[config.mk]
export PLATFORM = sky130hd
export DESIGN_NAME = rr_mux_arbiter_4x32
export DESIGN_NICKNAME = d
export VERILOG_FILES = /design/src/rtl/rr_mux_arbiter_4x32_pkg.sv /design/src/rtl/rr_mux_arbiter_4x32_grant.sv /design/src/rtl/rr_mux_arbiter_4x32_mux.sv /design/src/rtl/rr_mux_arbiter_4x32.sv
export SDC_FILE = /design/constraint.sdc
export NUM_CORES = 1
export LEC_CHECK = 0
export ABC_AREA = 1
export CORE_MARGIN = 5
export CORE_UTILIZATION = 40
export CTS_BUF_LIST = sky130_fd_sc_hd__clkbuf_8
export CTS_CLUSTER_DIAMETER = 200
export DETAILED_ROUTE_END_ITERATION = 10
export PLACE_DENSITY_LB_ADDON = 0.15
export SKIP_LAST_GASP = 1
export SYNTH_ARGS = -nofsm -noshare
export SYNTH_HDL_FRONTEND = slang
export SYNTH_HIERARCHICAL = 1
export SYNTH_SLANG_ARGS = --single-unit
[constraint.sdc]
create_clock -name clock -period 3.2 [get_ports clock]
set_clock_uncertainty 0.1 [all_clocks]
set_input_delay 0.64 -clock clock [delete_from_list [all_inputs] [get_ports clock]]
set_output_delay 0.64 -clock clock [all_outputs]
set_load 0.005 [all_outputs]
[src/rtl/rr_mux_arbiter_4x32_pkg.sv]
// rtl/rr_mux_arbiter_4x32_pkg.sv - shared requester count, selector encodings and helpers
package rr_mux_arbiter_4x32_pkg;

  localparam int NUM_REQ = 4;
  localparam int SEL_W   = 2;

  typedef logic [SEL_W-1:0] sel_t;

  localparam sel_t SEL_REQ0 = 2'b00;
  localparam sel_t SEL_REQ1 = 2'b01;
  localparam sel_t SEL_REQ2 = 2'b10;
  localparam sel_t SEL_REQ3 = 2'b11;

  function automatic logic [NUM_REQ-1:0] sel_to_onehot(input sel_t sel);
    return NUM_REQ'(1) << sel;
  endfunction

endpackage

[src/rtl/rr_mux_arbiter_4x32_grant.sv]
// rtl/rr_mux_arbiter_4x32_grant.sv - rr_grant_4: combinational rotating-priority encoder
module rr_grant_4
  import rr_mux_arbiter_4x32_pkg::*;
(
  input  logic [NUM_REQ-1:0] req_valid_i,
  input  sel_t               last_grant_i,
  input  logic               enable_i,
  output logic [NUM_REQ-1:0] grant_oh_o,
  output sel_t               grant_idx_o
);

  sel_t cand;
  logic found;

  // Scan last+1 .. last+4; the 2-bit add wraps so last+4 lands back on last.
  always_comb begin
    grant_oh_o  = '0;
    grant_idx_o = last_grant_i;
    found       = 1'b0;
    cand        = last_grant_i;
    for (int k = 1; k <= NUM_REQ; k++) begin
      cand = last_grant_i + sel_t'(k);
      if (enable_i && !found && req_valid_i[cand]) begin
        found       = 1'b1;
        grant_idx_o = cand;
        grant_oh_o  = sel_to_onehot(cand);
      end
    end
  end

endmodule

[src/rtl/rr_mux_arbiter_4x32_mux.sv]
// rtl/rr_mux_arbiter_4x32_mux.sv - 4:1 word mux addressed by the shared selector encoding
module mux4_32
  import rr_mux_arbiter_4x32_pkg::*;
#(
  parameter int WIDTH = 32
) (
  input  sel_t             sel_i,
  input  logic [WIDTH-1:0] d0_i,
  input  logic [WIDTH-1:0] d1_i,
  input  logic [WIDTH-1:0] d2_i,
  input  logic [WIDTH-1:0] d3_i,
  output logic [WIDTH-1:0] y_o
);

  // Every selector value is enumerated, so there is no fall-through path.
  always_comb begin
    unique case (sel_i)
      SEL_REQ0: y_o = d0_i;
      SEL_REQ1: y_o = d1_i;
      SEL_REQ2: y_o = d2_i;
      SEL_REQ3: y_o = d3_i;
    endcase
  end

endmodule

[src/rtl/rr_mux_arbiter_4x32.sv]
// rtl/rr_mux_arbiter_4x32.sv - round-robin 4:1 arbiter with registered output stage
// Optional burst lock (req_lock port) enabled by defining ARB_LOCK_EN.
module rr_mux_arbiter_4x32
  import rr_mux_arbiter_4x32_pkg::*;
#(
  parameter int   DATA_WIDTH = 32,
  parameter sel_t RESET_LAST = SEL_REQ3
) (
  input  logic                  clock,
  input  logic                  reset,
  input  logic [NUM_REQ-1:0]    req_valid,
  output logic [NUM_REQ-1:0]    req_ready,
  input  logic [DATA_WIDTH-1:0] req0_data,
  input  logic [DATA_WIDTH-1:0] req1_data,
  input  logic [DATA_WIDTH-1:0] req2_data,
  input  logic [DATA_WIDTH-1:0] req3_data,
`ifdef ARB_LOCK_EN
  input  logic [NUM_REQ-1:0]    req_lock,
`endif
  output logic                  out_valid,
  input  logic                  out_ready,
  output logic [DATA_WIDTH-1:0] out_data,
  output logic [SEL_W-1:0]      out_sel
);

  logic                  out_valid_q, out_valid_d;
  logic [DATA_WIDTH-1:0] out_data_q, out_data_d;
  sel_t                  out_sel_q, out_sel_d;
  sel_t                  last_grant_q, last_grant_d;

  logic                  slot_free;
  logic [NUM_REQ-1:0]    rr_oh;
  sel_t                  rr_idx;
  logic [NUM_REQ-1:0]    grant_oh;
  sel_t                  grant_idx;
  logic                  xfer;
  logic [DATA_WIDTH-1:0] mux_data;

  // The slot counts as free while the consumer drains it, giving one word per cycle.
  assign slot_free = !out_valid_q || out_ready;

  rr_grant_4 u_grant (
    .req_valid_i  (req_valid),
    .last_grant_i (last_grant_q),
    .enable_i     (slot_free),
    .grant_oh_o   (rr_oh),
    .grant_idx_o  (rr_idx)
  );

`ifdef ARB_LOCK_EN
  logic lock_q, lock_d;
  logic lock_hit;

  // A locked requester that is still valid jumps ahead of the rotation.
  assign lock_hit  = lock_q && req_valid[last_grant_q] && slot_free;
  assign grant_oh  = lock_hit ? sel_to_onehot(last_grant_q) : rr_oh;
  assign grant_idx = lock_hit ? last_grant_q : rr_idx;

  always_comb begin
    lock_d = lock_q;
    if (xfer) begin
      lock_d = req_lock[grant_idx];
    end else if (slot_free && !req_valid[last_grant_q]) begin
      lock_d = 1'b0;
    end
  end

  always_ff @(posedge clock or posedge reset) begin
    if (reset) begin
      lock_q <= 1'b0;
    end else begin
      lock_q <= lock_d;
    end
  end
`else
  assign grant_oh  = rr_oh;
  assign grant_idx = rr_idx;
`endif

  assign xfer      = |grant_oh;
  assign req_ready = grant_oh;

  mux4_32 #(.WIDTH(DATA_WIDTH)) u_mux (
    .sel_i (grant_idx),
    .d0_i  (req0_data),
    .d1_i  (req1_data),
    .d2_i  (req2_data),
    .d3_i  (req3_data),
    .y_o   (mux_data)
  );

  // Data and selector only move on a transfer; a plain drain just clears valid.
  always_comb begin
    out_valid_d  = out_valid_q;
    out_data_d   = out_data_q;
    out_sel_d    = out_sel_q;
    last_grant_d = last_grant_q;
    if (xfer) begin
      out_valid_d  = 1'b1;
      out_data_d   = mux_data;
      out_sel_d    = grant_idx;
      last_grant_d = grant_idx;
    end else if (out_ready) begin
      out_valid_d  = 1'b0;
    end
  end

  always_ff @(posedge clock or posedge reset) begin
    if (reset) begin
      out_valid_q  <= 1'b0;
      out_data_q   <= '0;
      out_sel_q    <= SEL_REQ0;
      last_grant_q <= RESET_LAST;
    end else begin
      out_valid_q  <= out_valid_d;
      out_data_q   <= out_data_d;
      out_sel_q    <= out_sel_d;
      last_grant_q <= last_grant_d;
    end
  end

  assign out_valid = out_valid_q;
  assign out_data  = out_data_q;
  assign out_sel   = out_sel_q;

endmodule

==> metrics.md, run 1 <==
| Metric | Value |
|---|---|
| Clk buf depth | `2` |
| IR drop worst, VDD | `0.0007291 V` |
| Worst hold path class | `reg2reg` |
| Final worst path period need | `3101 ps` |
| Die area | `0.009560 sq mm` |
| # port buffers | `173` |
| Die width | `97.78 um` |
| Synth top area share | `28.42%` |
| Vias in the first global route | `3774` |
| CP peak stage delay | `540 ps` |
| Largest family of logic cells by synthesized area | `simple AND/OR/NAND/NOR gates` |
| Worst-path cell chain | `inv_2 > ha_4 > inv_1 > nand3_2 > nand2_2 > nand2_4 > nor2_8 > buf_4 > nand3_1 > nand3_1 > dlygate4sd2_1` |
| Routed WL | `11.22 mm` |
| Crit path DAT | `2360 ps` |
| Number of core rows | `32` |
| Final setup violation count | `0` |
| First-pass GRT wire length | `18.40 mm` |
| Diode count | `0` |
| Post-Synth Simple-Gate Area | `54.49%` |
| Most common cell on crit path | `nand3_1` |
| Max-slew headroom | `53.73%` |
| Drt wl/cell | `16.07 um` |
| Post-Synthesis Cells | `427` |
| Mux contribution to synthesized area | `0%` |
| Post-DP Area | `0.004793 sq mm` |
| Crit-path slowest cell | `dfstp_2` |
| Top cells by area, synth | `dfrtp_1 28%, nand3_1 23%, nand2_1 16%` |
| Clk sinks | `37` |
| Worst-margin pin slew | `691.6 ps` |
| # IOs | `174` |
| Total Neg Setup Slack | `0 ps` |
| Setup crit start kind | `flop` |
| #FFs+latches synth | `37` |
| MaxCap Viol Count | `0` |
| Placer Congestion | `0.8807` |
| Core Area | `0.007607 sq mm` |
| Initial Util | `40.51%` |
| Initial antenna violation count | `0` |
| Ys flop type | `dfrtp_1` |
| CP Max Fanout | `9` |
| Power Dens Cells | `1390 mW/mm^2` |
| CTS tree | `yes` |
| 1st-iter DRT viols | `202` |
| Vias/cell | `5.330` |
| # DRC | `0` |
| Die height | `97.78 um` |
| Worst skew pair latency | `290 ps` |
| Ys Warns | `6` |
| Slew Limit Fails | `0` |
| Pre-antenna DRT Iters | `4` |
| Share of layout cells above drive strength 1 | `11.74%` |
| Most common cell in the synthesized netlist | `nand3_1` |
| Tcrit/Tclk final | `96.90%` |
| Clk root buf | `clkbuf_8` |
| Area Overhead vs Synth | `60.54%` |
| Post-synth ARST share | `100.0%` |
| Total GRT Usage | `23.22%` |
| Commonest cells in the synthesized netlist | `139 x nand3_1, 134 x nand2_1, 35 x dfrtp_1, 33 x nand4_1, 17 x nand3_2` |
| CP Class | `reg2out` |
| Largest net degree at the start of global routing | `38` |
| Total gr overflow | `0` |
| Achievable Freq | `322.5 MHz` |
| Nets@finish | `737` |
| Final instance area | `0.004947 sq mm` |
| Critical Path RT | `2460 ps` |
| Register area share after synthesis | `30.13%` |
| Synth cell types | `20` |
| Post-synth net total | `569` |
| Post-synthesis xor/xnor area fraction | `0%` |
| Via count | `3720` |
| P_leak | `2.216 nW` |
| Worst-path clk slew | `80 ps` |
| H-tree Lvls | `2` |
| Synth Area in Compound Gates | `0.4872%` |
| Hold Vio Cnt, Final | `0` |
| Outcome | `finished clean` |
| CTS Buf Count | `5` |
| Area leader, netlist | `dfrtp_1` |
| Post-synthesis instance area | `0.003082 sq mm` |
| Synth Area in Adders | `2.842%` |
| Unrepaired setup endpoints after global routing | `yes` |
| CTS hold repair buffers | `0` |
| Final HPWL DP | `8.467 mm` |
| Syn Area/Cell | `7.217 sq um` |
| Final antenna-violating net count | `0` |
| Number of synthesized flops with an enable pin | `0` |
| CP Capture Type | `output port` |
-- power by group --
group	switching, W	internal, W	total [W]
sequential	0.000123	0.000770	0.000893
clock	0.000175	0.000231	0.000406
combinational	0.00348	0.00210	0.00558
total	0.00377	0.00310	0.00688
-- per-stage QoR --
step	setup slack, ps	cells	hold slack [ps]	utilization (%)	total power [W]
4_1_cts	-57.04	695	416.3	64.75	0.006917
6_report	99.15	698	411.2	65.03	0.006877
2_1_floorplan	607.7	427	400.8	-	0.005208
3_3_place_gp	75.99	686	391.5	63.01	0.006331
5_1_grt	-23.61	698	437.0	65.03	0.007633
3_5_place_dp	-23.81	686	393.5	63.01	0.006475
-- sequential cells by signal, indices dropped and copies added, names as in the netlist --
name / flops
out_data: 32
out_valid: 1
last_grant_q: 2
out_sel: 2
-- per-layer routing --
layer / vias up / routed length, um / global-route usage [%]
met5: - / 0 / 0
met4: 0 / 347 / 7.668
met3: 26 / 638 / 4.929
met2: 144 / 5796 / 41.12
met1: 1744 / 4436 / 28.02
li1: 1806 / - / -
-- logic make-up (layout without fill, tap and decap cells) --
family	count (synthesis)	in the layout
AND/OR/NAND/NOR	335	335
AO/OA/AOI/OAI	1	1
flip-flops	37	37
adder cells (fa/ha/maj)	7	7
buffers and inverters	47	216
-- path summary, 6_finish.rpt --
check / depth (start not counted) / to / slack [ps] / start
max in group asynchronous: 3 / out_data[27]$_DFFE_PP0P_ / 1770 / reset
min in group asynchronous: 2 / out_data[8]$_DFFE_PP0P_ / 550 / reset
min: 2 / out_data[18]$_DFFE_PP0P_ / 410 / out_data[18]$_DFFE_PP0P_
max reg2reg: 16 / out_data[22]$_DFFE_PP0P_ / 210 / last_grant_q[0]$_DFFE_PP1P_
max: 11 / req_ready[2] / 100 / last_grant_q[0]$_DFFE_PP1P_
min reg2reg: 2 / out_data[18]$_DFFE_PP0P_ / 410 / out_data[18]$_DFFE_PP0P_
-- repair_timing --
item	4_1_cts	5_1_grt
pin swaps	1	1
gates resized for setup	5	3
hold endpoints to repair	0	0
setup buffers	1	3
setup endpoints to repair	4	2
-- worst max-delay path, delay by kind of cell (launching register included) --
kind,cells,cell delay [ps]
and+or+nand+nor,6,670
buffers and inverters,4,560
DFF,1,540
adders and majority gates,1,280
-- placed cells by master (no fill, tap or decap), drive strengths merged --
cell           Yosys  layout
nor2               6       6
dfrtp             35      35
clkbuf             0       6
ha                 7       7
bufinv             0       1
clkdlybuf4s50      0     169
dfstp              2       2
dlygate4sd2        0       2
o21a               1       1
nand4             33      33
buf               34      22
nand3            156     156
dlymetal6s2s       0       1
inv               13      13
nand2            140     140
clkinv             0       2
-- layout make-up --
| cell class | count | area (sq um) |
|---|---|---|
| fillers | 691 | 2660 |
| repair buffers | 195 | 1917 |
| multi-input cells | 343 | 1814 |
| flip-flops and latches | 37 | 928.4 |
| well taps | 102 | 127.6 |
| clock buffers | 5 | 68.82 |
| inverters | 13 | 48.80 |
| clock inverters | 3 | 42.54 |
No activity file was read; power rests on OpenSTA's default activity.
==> inputs of run 2 (changes only) <==
- CORE_UTILIZATION: 40 -> 25
==> metrics.md, run 2 (same netlist as run 1, synthesis figures left out) <==
| Metric | Value |
|---|---|
| Hold Vio Cnt, Final | `0` |
| CP Capture Type | `output port` |
| First-pass GRT wire length | `19.34 mm` |
| 1st-iter DRT viols | `195` |
| Total gr overflow | `0` |
| Crit path DAT | `2400 ps` |
| Pre-antenna DRT Iters | `4` |
| Die height | `121.0 um` |
| Core Area | `0.01206 sq mm` |
| Fillers | `1270` |
| Tcrit/Tclk final | `98.07%` |
| Total GRT Usage | `16.30%` |
| Routed WL | `12.04 mm` |
| Worst hold path class | `reg2reg` |
| Final setup violation count | `0` |
| Number of core rows | `40` |
| CP Max Fanout | `9` |
| Drt wl/cell | `15.67 um` |
| Die width | `121.0 um` |
| Most frequent cells in the layout | `169 x clkdlybuf4s50_1, 137 x nand3_1, 132 x nand2_1, 35 x dfrtp_1, 33 x nand4_1` |
| Largest net degree at the start of global routing | `43` |
| Final antenna-violating net count | `0` |
| Setup crit start kind | `flop` |
| Worst Setup Slack, final | `61.63 ps` |
| Placer Congestion | `0.8453` |
| Worst skew pair latency | `290 ps` |
| IR drop worst, VDD | `0.0008181 V` |
| Final Util | `41.97%` |
| Outcome | `finished clean` |
| Most common cell after layout, fill and taps aside | `clkdlybuf4s50_1` |
| DP Worst Slack | `9.942 ps` |
| Die area | `0.01465 sq mm` |
| Clk sinks | `37` |
| MaxCap Viol Count | `0` |
| Post-DP Area | `0.004911 sq mm` |
| Clk buf depth | `2` |
| Share of layout cells above drive strength 1 | `12.33%` |
| CTS Buf Count | `5` |
| Worst-path clk slew | `80 ps` |
| Worst-margin pin slew | `722.8 ps` |
| Max reg flops | `32` |
| Diode count | `0` |
| Critical Path RT | `2460 ps` |
| Non-Filler Instances | `768` |
| Multi-input combinational cell area | `0.001831 sq mm` |
| Vias in the first global route | `3721` |
| Via count | `3626` |
| Area Overhead vs Synth | `64.27%` |
| Final HPWL DP | `9.314 mm` |
| Placed Cells | `755` |
| Power Dens Cells | `1385 mW/mm^2` |
| CP Class | `reg2out` |
| Achievable Freq | `318.6 MHz` |
| Nets@finish | `741` |
| Register Area | `928.4 sq um` |
| Vias/cell | `4.721` |
| Total Neg Setup Slack | `0 ps` |
| Final instance area | `0.005062 sq mm` |
| # IOs | `174` |
| CTS tree | `yes` |
| CTS hold repair buffers | `0` |
| Slew Limit Fails | `0` |
| # DRC | `0` |
| Initial antenna violation count | `0` |
| Max-slew headroom | `51.51%` |
| P_leak | `2.245 nW` |
| Final worst path period need | `3138 ps` |
| Unrepaired setup endpoints after global routing | `yes` |
| # port buffers | `173` |
| Initial Util | `25.55%` |
| H-tree Lvls | `2` |
| Clk root buf | `clkbuf_8` |
## run 2: path summary, 6_finish.rpt
| check | start | endpoint | slack [ps] | cells past startpoint |
|---|---|---|---|---|
| worst max register to register | last_grant_q[0]$_DFFE_PP1P_ | out_data[27]$_DFFE_PP0P_ | 210 | 18 |
| worst min-delay path | out_data[18]$_DFFE_PP0P_ | out_data[18]$_DFFE_PP0P_ | 410 | 2 |
| min in group asynchronous | reset | out_data[14]$_DFFE_PP0P_ | 580 | 2 |
| max in group asynchronous | reset | out_data[12]$_DFFE_PP0P_ | 1760 | 3 |
| worst min register to register | out_data[18]$_DFFE_PP0P_ | out_data[18]$_DFFE_PP0P_ | 410 | 2 |
| worst max-delay path | last_grant_q[0]$_DFFE_PP1P_ | req_ready[0] | 60 | 13 |
## run 2: final cells by class
cell class	count	area share [%]
Tap cell	168	4.152
Inverter	13	1.013
Sequential cell	37	18.34
Clock inverter	3	0.2719
Timing Repair Buffer	198	38.70
Multi-Input combinational cell	344	36.16
Clock buffer	5	1.359
## run 2: power by group
| group | internal [W] | switching [W] | total [W] |
|---|---|---|---|
| clock | 0.000148 | 0.000174 | 0.000322 |
| sequential | 0.000772 | 0.000120 | 0.000891 |
| combinational | 0.00222 | 0.00358 | 0.00580 |
| total | 0.00314 | 0.00387 | 0.00701 |
## run 2: repair_timing
item                                   4_1_cts  5_1_grt
pin swaps                                    0        2
gates resized for setup                      5        3
setup buffers                                2        2
endpoints found under the hold margin        0        0
gates cloned                                 0        1
setup endpoints to repair                    4        2
## run 2: worst max-delay path, stage by stage, from the launching register on
cell and delay [ps]:
dfstp_2 560, inv_4 70, ha_4 260, inv_1 90, nand3_2 110, nand2_2 100
nand2_4 90, nor2_4 150, buf_4 130, nand2_1 40, nand2_1 60, inv_1 50
nand3_1 130, dlygate4sd2_1 260
## run 2: per-stage QoR
| step | hold WS, ps | power (W) |
|---|---|---|
| after floorplan | 400.8 | 0.005208 |
| after global placement | 394.8 | 0.006641 |
| after detailed placement | 398.7 | 0.006713 |
| after CTS | 420.4 | 0.007103 |
| after global routing | 433.4 | 0.007849 |
| final | 414.1 | 0.007010 |
## run 2: metal layers
metal | wire (um) | global-route usage [%] | up-vias
met5 | 0 | 0 | -
li1 | - | - | 1806
met4 | 236 | 4.037 | 0
met3 | 812 | 4.149 | 14
met2 | 6149 | 28.55 | 118
met1 | 4838 | 19.90 | 1688
==> inputs of run 3 (changes only) <==
--- a/config.mk
+++ b/config.mk
@@ -13,2 +13,3 @@
 export DETAILED_ROUTE_END_ITERATION = 10
+export MAX_ROUTING_LAYER = met4
 export PLACE_DENSITY_LB_ADDON = 0.15
--- a/constraint.sdc
+++ b/constraint.sdc
@@ -4,2 +4,2 @@
 set_output_delay 0.64 -clock clock [all_outputs]
-set_load 0.005 [all_outputs]
+set_load 0.05 [all_outputs]
==> metrics.md, run 3 (same netlist as run 1, synthesis figures left out) <==
| Metric | Value |
|---|---|
| # DRC | `0` |
| Final setup violation count | `0` |
| Most frequent cells in the layout | `169 x clkdlybuf4s50_1, 138 x nand3_1, 132 x nand2_1, 35 x dfrtp_1, 33 x nand4_1` |
| Pre-antenna DRT Iters | `4` |
| Worst skew pair latency | `290 ps` |
| Final antenna-violating net count | `0` |
| Vias in the first global route | `3840` |
| Critical Path RT | `2460 ps` |
| Diode count | `0` |
| CP Max Fanout | `10` |
| Max reg flops | `32` |
| Number of core rows | `40` |
| Vias/cell | `4.749` |
| Tcrit/Tclk final | `94.02%` |
| Hold Vio Cnt, Final | `0` |
| Setup crit start kind | `flop` |
| MaxCap Viol Count | `0` |
| Clk sinks | `37` |
| Placer Congestion | `0.8083` |
| CTS tree | `yes` |
| Max-slew headroom | `51.06%` |
| Clk buf depth | `2` |
| Final HPWL DP | `9.358 mm` |
| Die height | `121.0 um` |
| Outcome | `finished clean` |
| Achievable Freq | `332.4 MHz` |
| CP Capture Type | `output port` |
| Drt wl/cell | `16.10 um` |
| CTS Buf Count | `5` |
| H-tree Lvls | `2` |
| Routed WL | `12.24 mm` |
| Die area | `0.01465 sq mm` |
| CP Class | `reg2out` |
| Most common cell after layout, fill and taps aside | `clkdlybuf4s50_1` |
| Initial Util | `25.55%` |
| Post-CTS Resized | `0` |
| Total GRT Usage | `17.09%` |
| CTS hold repair buffers | `0` |
| Core Area | `0.01206 sq mm` |
| Share of layout cells above drive strength 1 | `11.82%` |
| Worst-path clk slew | `80 ps` |
| Worst-margin pin slew | `729.6 ps` |
| Slew Limit Fails | `0` |
| Post CTS Setup Buffer Count | `0` |
| Die width | `121.0 um` |
| Nets@finish | `733` |
| Total gr overflow | `0` |
| Initial antenna violation count | `0` |
| Worst hold path class | `reg2reg` |
| # port buffers | `173` |
| Fillers | `1280` |
| Unrepaired setup endpoints after global routing | `no` |
| Area Overhead vs Synth | `63.95%` |
| Total Neg Setup Slack | `0 ps` |
| Clk root buf | `clkbuf_8` |
| 1st-iter DRT viols | `125` |
| First-pass GRT wire length | `19.70 mm` |
| Final worst path period need | `3009 ps` |
| # IOs | `174` |
| Crit path DAT | `2270 ps` |
| Largest net degree at the start of global routing | `35` |
| Via count | `3609` |
run 3: changes by cell type in the layout (fill, tap and decap cells not counted), moves of 2 or more:
cell	previous run	this run
clkinv_2	2	0
buf_4	22	16
buf_12	3	6
dlygate4sd2_1	2	0
dlymetal6s2s_1	2	0
run 3: area by class of cell:
type,count,area [sq um],area share [%]
timing repair buffer,191,1932,38.24
multi-input combinational,343,1814,35.91
sequential,37,928.4,18.38
tap,168,210.2,4.160
clock buffer,6,82.58,1.634
inverter,13,51.30,1.015
clock inverter,2,33.78,0.6686
run 3: per-stage QoR:
stage | utilization (%) | cell area (sq um) | setup slack (ps) | instances | hold WS (ps)
floorplan | - | 3082 | 259.6 | 427 | 404.9
global placement | 40.76 | 4916 | 205.5 | 752 | 393.7
detailed placement | 40.76 | 4916 | 159.5 | 752 | 394.5
CTS | 41.72 | 5032 | 53.28 | 760 | 418.4
global route | 41.89 | 5052 | 31.69 | 760 | 432.3
finish | 41.89 | 5052 | 191.2 | 760 | 411.7
run 3: critical path, cell delays in order (launching register included):
cell and delay (ps):
dfstp_2 530, inv_1 130, ha_4 280, inv_1 90, nand3_2 110, nand2_2 100, nand2_4 80, nor2_8 180
nand3_1 100, nand3_1 210, buf_12 170
run 3: final timing paths:
| check | startpoint | end | slack, ps | cells past startpoint |
|---|---|---|---|---|
| min in group asynchronous | reset | out_data[14]$_DFFE_PP0P_ | 580 | 2 |
| max reg2reg | last_grant_q[1]$_DFFE_PP1P_ | out_data[17]$_DFFE_PP0P_ | 490 | 16 |
| max | last_grant_q[1]$_DFFE_PP1P_ | req_ready[2] | 190 | 10 |
| max in group asynchronous | reset | out_data[28]$_DFFE_PP0P_ | 1730 | 3 |
| min reg2reg | out_data[18]$_DFFE_PP0P_ | out_data[18]$_DFFE_PP0P_ | 410 | 2 |
| min | out_data[18]$_DFFE_PP0P_ | out_data[18]$_DFFE_PP0P_ | 410 | 2 |
run 3: metal layers:
metal	part of all wire, %	GRT usage, %	up-vias
met2	52	29.63	109
li1	-	-	1790
met1	41	20.29	1695
met5	0	-	-
met3	4.9	3.170	15
met4	1.9	4.745	0
Power of run 3 is left out: the tool's default activity adds up to more than one toggle a clock period on the data nets, which glitch-free logic cannot reach.
